`src/rtl/full_adder.sv`:
```
// Registered WIDTH-bit ripple-carry adder: {Cout,Sum} = A + B + Cin, with a valid qualifier.
// Latency: 1 clock from an in_valid=1 edge to Sum/Cout/out_valid.
// Backpressure: none; one result per valid input, held (with out_valid=0) on idle cycles.

// One-bit full-adder cell, the leaf of the ripple chain.
module full_adder_cell (
    input  logic a,
    input  logic b,
    input  logic ci,
    output logic s,
    output logic co
);
    logic p;

    assign p  = a ^ b;
    assign s  = p ^ ci;
    assign co = (a & b) | (ci & p);
endmodule

module full_adder #(
    parameter int WIDTH = 1
) (
    input  logic             clk,
    input  logic             rst_n,
    input  logic             in_valid,
    input  logic [WIDTH-1:0] A,
    input  logic [WIDTH-1:0] B,
    input  logic             Cin,
    output logic [WIDTH-1:0] Sum,
    output logic             Cout,
    output logic             out_valid
);
    // carry[i] is the carry into bit i; carry[WIDTH] is the carry out.
    logic [WIDTH:0]   carry;
    logic [WIDTH-1:0] sum_comb;

    logic [WIDTH-1:0] sum_d,   sum_q;
    logic             cout_d,  cout_q;
    logic             valid_d, valid_q;

    assign carry[0] = Cin;

    // One cell per bit; the carry ripples from bit 0 upward.
    for (genvar i = 0; i < WIDTH; i++) begin : g_cell
        full_adder_cell u_cell (
            .a  (A[i]),
            .b  (B[i]),
            .ci (carry[i]),
            .s  (sum_comb[i]),
            .co (carry[i+1])
        );
    end

    // Capture a new result only on valid cycles so idle-cycle inputs (even X) never reach the flops.
    always_comb begin
        sum_d   = sum_q;
        cout_d  = cout_q;
        valid_d = 1'b0;
        if (in_valid) begin
            sum_d   = sum_comb;
            cout_d  = carry[WIDTH];
            valid_d = 1'b1;
        end
    end

    // Output registers; reset clears them immediately and drops any in-flight result.
    always_ff @(posedge clk or negedge rst_n) begin
        if (!rst_n) begin
            sum_q   <= '0;
            cout_q  <= 1'b0;
            valid_q <= 1'b0;
        end else begin
            sum_q   <= sum_d;
            cout_q  <= cout_d;
            valid_q <= valid_d;
        end
    end

    assign Sum       = sum_q;
    assign Cout      = cout_q;
    assign out_valid = valid_q;
endmodule

```
`config.mk`:
```
export PLATFORM = sky130hd
export DESIGN_NAME = full_adder
export DESIGN_NICKNAME = d
export VERILOG_FILES = /design/src/rtl/full_adder.sv
export SDC_FILE = /design/constraint.sdc
export NUM_CORES = 1
export LEC_CHECK = 0
export CAP_MARGIN = 20
export CORE_AREA = 2 2 39 41
export CTS_BUF_LIST = sky130_fd_sc_hd__clkbuf_4
export DETAILED_ROUTE_END_ITERATION = 10
export DIE_AREA = 0 0 41 43
export PLACE_DENSITY = 0.36
export SLEW_MARGIN = 20
export SYNTH_ARGS = -nofsm -noshare
export SYNTH_HDL_FRONTEND = slang
export SYNTH_SLANG_ARGS = --single-unit
export TNS_END_PERCENT = 30
```
`constraint.sdc`:
```
create_clock -name clk -period 0.8 [get_ports clk]
set_input_delay 0.16 -clock clk [delete_from_list [all_inputs] [get_ports clk]]
set_output_delay 0.16 -clock clk [all_outputs]
set_load 0.01 [all_outputs]
```
==> flow_summary.html, run 1 <==
<table>
<tr><th>Metric</th><th>Value</th></tr>
<tr><th colspan="2">Outcome</th></tr>
<tr><td>Run status</td><td>complete, but fails checks</td></tr>
<tr><td>Violations in the final reports</td><td>negative setup slack</td></tr>
<tr><th colspan="2">Timing</th></tr>
<tr><td>Minimum period implied by the final worst setup slack</td><td>0.893 ns</td></tr>
<tr><td>Final worst-path cycle share</td><td>112%</td></tr>
<tr><td>Pin slew with the least headroom to its limit</td><td>0.133 ns</td></tr>
<tr><td>Headroom to the max-slew limit</td><td>91.1%</td></tr>
<tr><td>Max Freq</td><td>1120 MHz</td></tr>
<tr><td>Final worst setup slack</td><td>-0.0930 ns</td></tr>
<tr><td>Setup Skew</td><td>0 ns</td></tr>
<tr><td>Total Neg Setup Slack</td><td>-0.371 ns</td></tr>
<tr><td>RSZ-0062 raised after global routing</td><td>yes</td></tr>
<tr><td>Final-report hold violation count</td><td>0</td></tr>
<tr><td>Max Slew Vio Count</td><td>0</td></tr>
<tr><td>Final setup violating endpoints</td><td>5</td></tr>
<tr><th colspan="2">Die</th></tr>
<tr><td>Number of rows in the core area</td><td>14</td></tr>
<tr><td>Die footprint</td><td>0.00176 sq mm</td></tr>
<tr><td>Initial core utilization</td><td>8.50%</td></tr>
<tr><td>Chip width</td><td>41 um</td></tr>
<tr><td>Floorplan die height</td><td>43 um</td></tr>
<tr><td>Area of the core</td><td>0.00138 sq mm</td></tr>
<tr><td>Num ports</td><td>9</td></tr>
<tr><th colspan="2">Critical path</th></tr>
<tr><td>Data required time at the worst endpoint</td><td>0.64 ns</td></tr>
<tr><td>Worst endpoint data arrival time</td><td>0.73 ns</td></tr>
<tr><td>Critical Path Sink Type</td><td>output pin</td></tr>
<tr><td>Gate family responsible for the most delay along the worst path</td><td>flip-flops</td></tr>
<tr><td>Worst Setup Path Type</td><td>flip-flop to output pin</td></tr>
<tr><td>Setup crit start kind</td><td>flip-flop</td></tr>
<tr><td>Buffer and inverter count on the worst path</td><td>1</td></tr>
<tr><td>Worst-path cell chain</td><td>buf_2</td></tr>
<tr><td>Stage delay of the slowest cell on the critical path</td><td>0.37 ns</td></tr>
<tr><td>Slowest stage cell on the critical path</td><td>dfrtp_1</td></tr>
<tr><td>Crit Path Max Fanout</td><td>2</td></tr>
<tr><th colspan="2">GRT</th></tr>
<tr><td>Global routing met3 resource utilization</td><td>3.14%</td></tr>
<tr><td>Aggregate global routing overflow</td><td>0</td></tr>
<tr><td>Largest net degree at the start of global routing</td><td>4</td></tr>
<tr><td>Vias in the first global route</td><td>101</td></tr>
<tr><td>Global-route wire length before repair</td><td>427 um</td></tr>
<tr><td>All-layer global routing usage</td><td>4.54%</td></tr>
<tr><td>M2 GR Usage</td><td>4.06%</td></tr>
<tr><td>Number of antenna violations at the first check in global routing</td><td>0</td></tr>
<tr><td>Met1 Usage GRT</td><td>5.56%</td></tr>
<tr><td>Busiest layer in global routing</td><td>met4</td></tr>
<tr><th colspan="2">Synth</th></tr>
<tr><td>Total nets after synthesis</td><td>13</td></tr>
<tr><td>Per-instance average area after synthesis</td><td>19.6 sq um</td></tr>
<tr><td>Library cell with the highest instance count after synthesis</td><td>dfrtp_1</td></tr>
<tr><td>Commonest cells in the synthesized netlist</td><td>3 x dfrtp_1, 2 x mux2_2, 1 x fa_1</td></tr>
<tr><td>Count of cell types in the netlist</td><td>3</td></tr>
<tr><td>Count of flip-flops with a built-in enable after synthesis</td><td>0</td></tr>
<tr><td>Area share of the largest cell type after synthesis</td><td>63.8%</td></tr>
<tr><td>Cell taking the most area after synthesis</td><td>dfrtp_1</td></tr>
<tr><td>Biggest area contributors in the synthesized netlist</td><td>dfrtp_1 64%, mux2_2 19%, fa_1 17%</td></tr>
<tr><td>Count of synthesis-stage warnings from yosys</td><td>0</td></tr>
<tr><td>Number of storage elements in the synthesis netlist</td><td>3</td></tr>
<tr><td>Synthesized area</td><td>118 sq um</td></tr>
<tr><td>Fraction of registers with async set or reset after synthesis</td><td>100%</td></tr>
<tr><td>Cells after Synth</td><td>6</td></tr>
<tr><td>Sequential share of the synthesized area</td><td>63.8%</td></tr>
<tr><td>Predominant post-synthesis flop cell</td><td>dfrtp_1</td></tr>
<tr><th colspan="2">Place</th></tr>
<tr><td>Pre-CTS worst setup slack</td><td>-0.674 ns</td></tr>
<tr><td>Final RePlAce weighted congestion</td><td>0.498</td></tr>
<tr><td>Count of input and output buffers</td><td>8</td></tr>
<tr><th colspan="2">Drt</th></tr>
<tr><td>Detailed-route via count</td><td>99</td></tr>
<tr><td>Length of the first detailed-routing pass in iterations</td><td>2</td></tr>
<tr><td>Post-detailed-route DRC marker count</td><td>0</td></tr>
<tr><td>Vias per cell</td><td>2.75</td></tr>
<tr><td>WL per Instance</td><td>8.17 um</td></tr>
<tr><td>Routed Wire Length</td><td>294 um</td></tr>
<tr><td>Count of antenna-violating nets left after detailed routing</td><td>0</td></tr>
<tr><td>Number of DRC markers in iteration 0</td><td>1</td></tr>
<tr><th colspan="2">Finish</th></tr>
<tr><td>Combined flip-flop and latch cell area</td><td>75.1 sq um</td></tr>
<tr><td>Number of antenna diodes</td><td>0</td></tr>
<tr><td>Area growth from synthesis to layout</td><td>105%</td></tr>
<tr><td>Proportion of layout cells with a drive suffix above 1</td><td>70.0%</td></tr>
<tr><td>Number of nets in the finished design</td><td>28</td></tr>
<tr><td>Number of fill cells</td><td>158</td></tr>
<tr><td>Multi-input gate area in the final layout</td><td>46.3 sq um</td></tr>
<tr><th colspan="2">Job</th></tr>
<tr><td>Max-cap violation count</td><td>0</td></tr>
<tr><th colspan="2">CTS</th></tr>
<tr><td>Post-CTS clock slew at the launch and capture registers of the worst setup and hold paths</td><td>0.04 ns</td></tr>
<tr><td>Clk sinks</td><td>3</td></tr>
<tr><td>Inserted Clock Buffers</td><td>3</td></tr>
<tr><td>Source-to-sink clock delay at the later pin of the worst-skew pair</td><td>0.23 ns</td></tr>
<tr><td>Buffer type at the clock tree root</td><td>clkbuf_4</td></tr>
<tr><td>CTS HTree Levels</td><td>1</td></tr>
<tr><td>Hold buffer count at CTS</td><td>0</td></tr>
<tr><td>Deepest clock path buffer count</td><td>2</td></tr>
<tr><td>Clock tree from TritonCTS</td><td>yes</td></tr>
<tr><th colspan="2">Pwr</th></tr>
<tr><td>PwrDens</td><td>2410 mW/mm^2</td></tr>
<tr><td>Max rail drop VDD</td><td>454 uV</td></tr>
<tr><td>Leak</td><td>0.117 nW</td></tr>
<tr><th colspan="2">Worst hold path</th></tr>
<tr><td>Class of the worst hold path</td><td>input port to async pin</td></tr>
</table>
-- metrics by stage --
stage               area [sq um]  hold slack [ns]  cells  total power, mW  util, %
finish                       241            0.112     36            0.583     17.5
global route                 241            0.117     36            0.613     17.5
global placement             218            0.351     30            0.284     15.7
CTS                          241            0.107     36            0.600     17.5
floorplan                    118           -0.136      6            0.211        -
detailed placement           218            0.352     30            0.287     15.7
-- final timing paths --
| check | from | to | slack (ns) | cells past startpoint |
|---|---|---|---|---|
| min reg2reg | Cout$_DFFE_PN0P_ | Cout$_DFFE_PN0P_ | 0.59 | 2 |
| max reg2reg | Sum$_DFFE_PN0P_ | Sum$_DFFE_PN0P_ | -0.07 | 2 |
| max in group asynchronous | rst_n | Sum$_DFFE_PN0P_ | 0.55 | 1 |
| min | rst_n | out_valid$_DFF_PN0_ | 0.11 | 1 |
| min in group clk | in_valid | out_valid$_DFF_PN0_ | 0.24 | 1 |
| max | Sum$_DFFE_PN0P_ | Sum | -0.09 | 1 |
-- layout by cell type (no fill, tap or decap) --
cell / count
clkbuf_4: 4
mux2_2: 1
buf_4: 2
dlygate4sd2_1: 1
buf_2: 5
buf_6: 1
fa_1: 1
mux2_4: 1
dfrtp_1: 3
clkdlybuf4s50_1: 1
-- kinds of logic (layout without fill, tap and decap cells) --
| family | count (synthesis) | after routing | share of synthesized area, % |
|---|---|---|---|
| fa+ha+maj | 1 | 1 | 17.0 |
| buf+inv | 0 | 14 | 0 |
| flops | 3 | 3 | 63.8 |
| mux | 2 | 2 | 19.1 |
-- metal layers --
layer | part of all wire (%) | vias up
li1 | - | 49
met1 | 46 | 39
met2 | 32 | 9
met3 | 19 | 2
met4 | 2.0 | 0
met5 | 0 | -
-- state kept, by name, summed over array words and instances, names as in the netlist --
name / count
out_valid: 1
Cout: 1
Sum: 1
-- cell type report --
type | count | area share (%)
Timing Repair Buffer | 10 | 29.0
Sequential cell | 3 | 31.1
Tap cell | 16 | 8.29
Clock buffer | 4 | 12.4
Multi-Input combinational cell | 3 | 19.2
-- what timing repair did --
action,CTS,global route
setup endpoints to repair,5,5
pin swaps,1,0
gates resized for setup,27,0
buffers inserted,2,0
-- power breakdown --
group | leakage (nW) | internal [mW] | switching, mW
sequential | 0.0350 | 0.172 | 0.00785
clock | 0.0184 | 0.220 | 0.0733
combinational | 0.0640 | 0.0697 | 0.0397
total | 0.117 | 0.462 | 0.121
No activity file was read; power rests on OpenSTA's default activity.
==> inputs of run 2 (changes only) <==
CTS_CLUSTER_DIAMETER = 120   (was unset)
HOLD_SLACK_MARGIN = 0.1   (was unset)
==> results of run 2 <==
No change in the layout: final DEF, timing and power equal those of run 1.
==> inputs of run 3 (changes only) <==
SLEW_MARGIN = 25   (was 20)
==> results of run 3 <==
No change in the layout: final DEF, timing and power equal those of run 1.
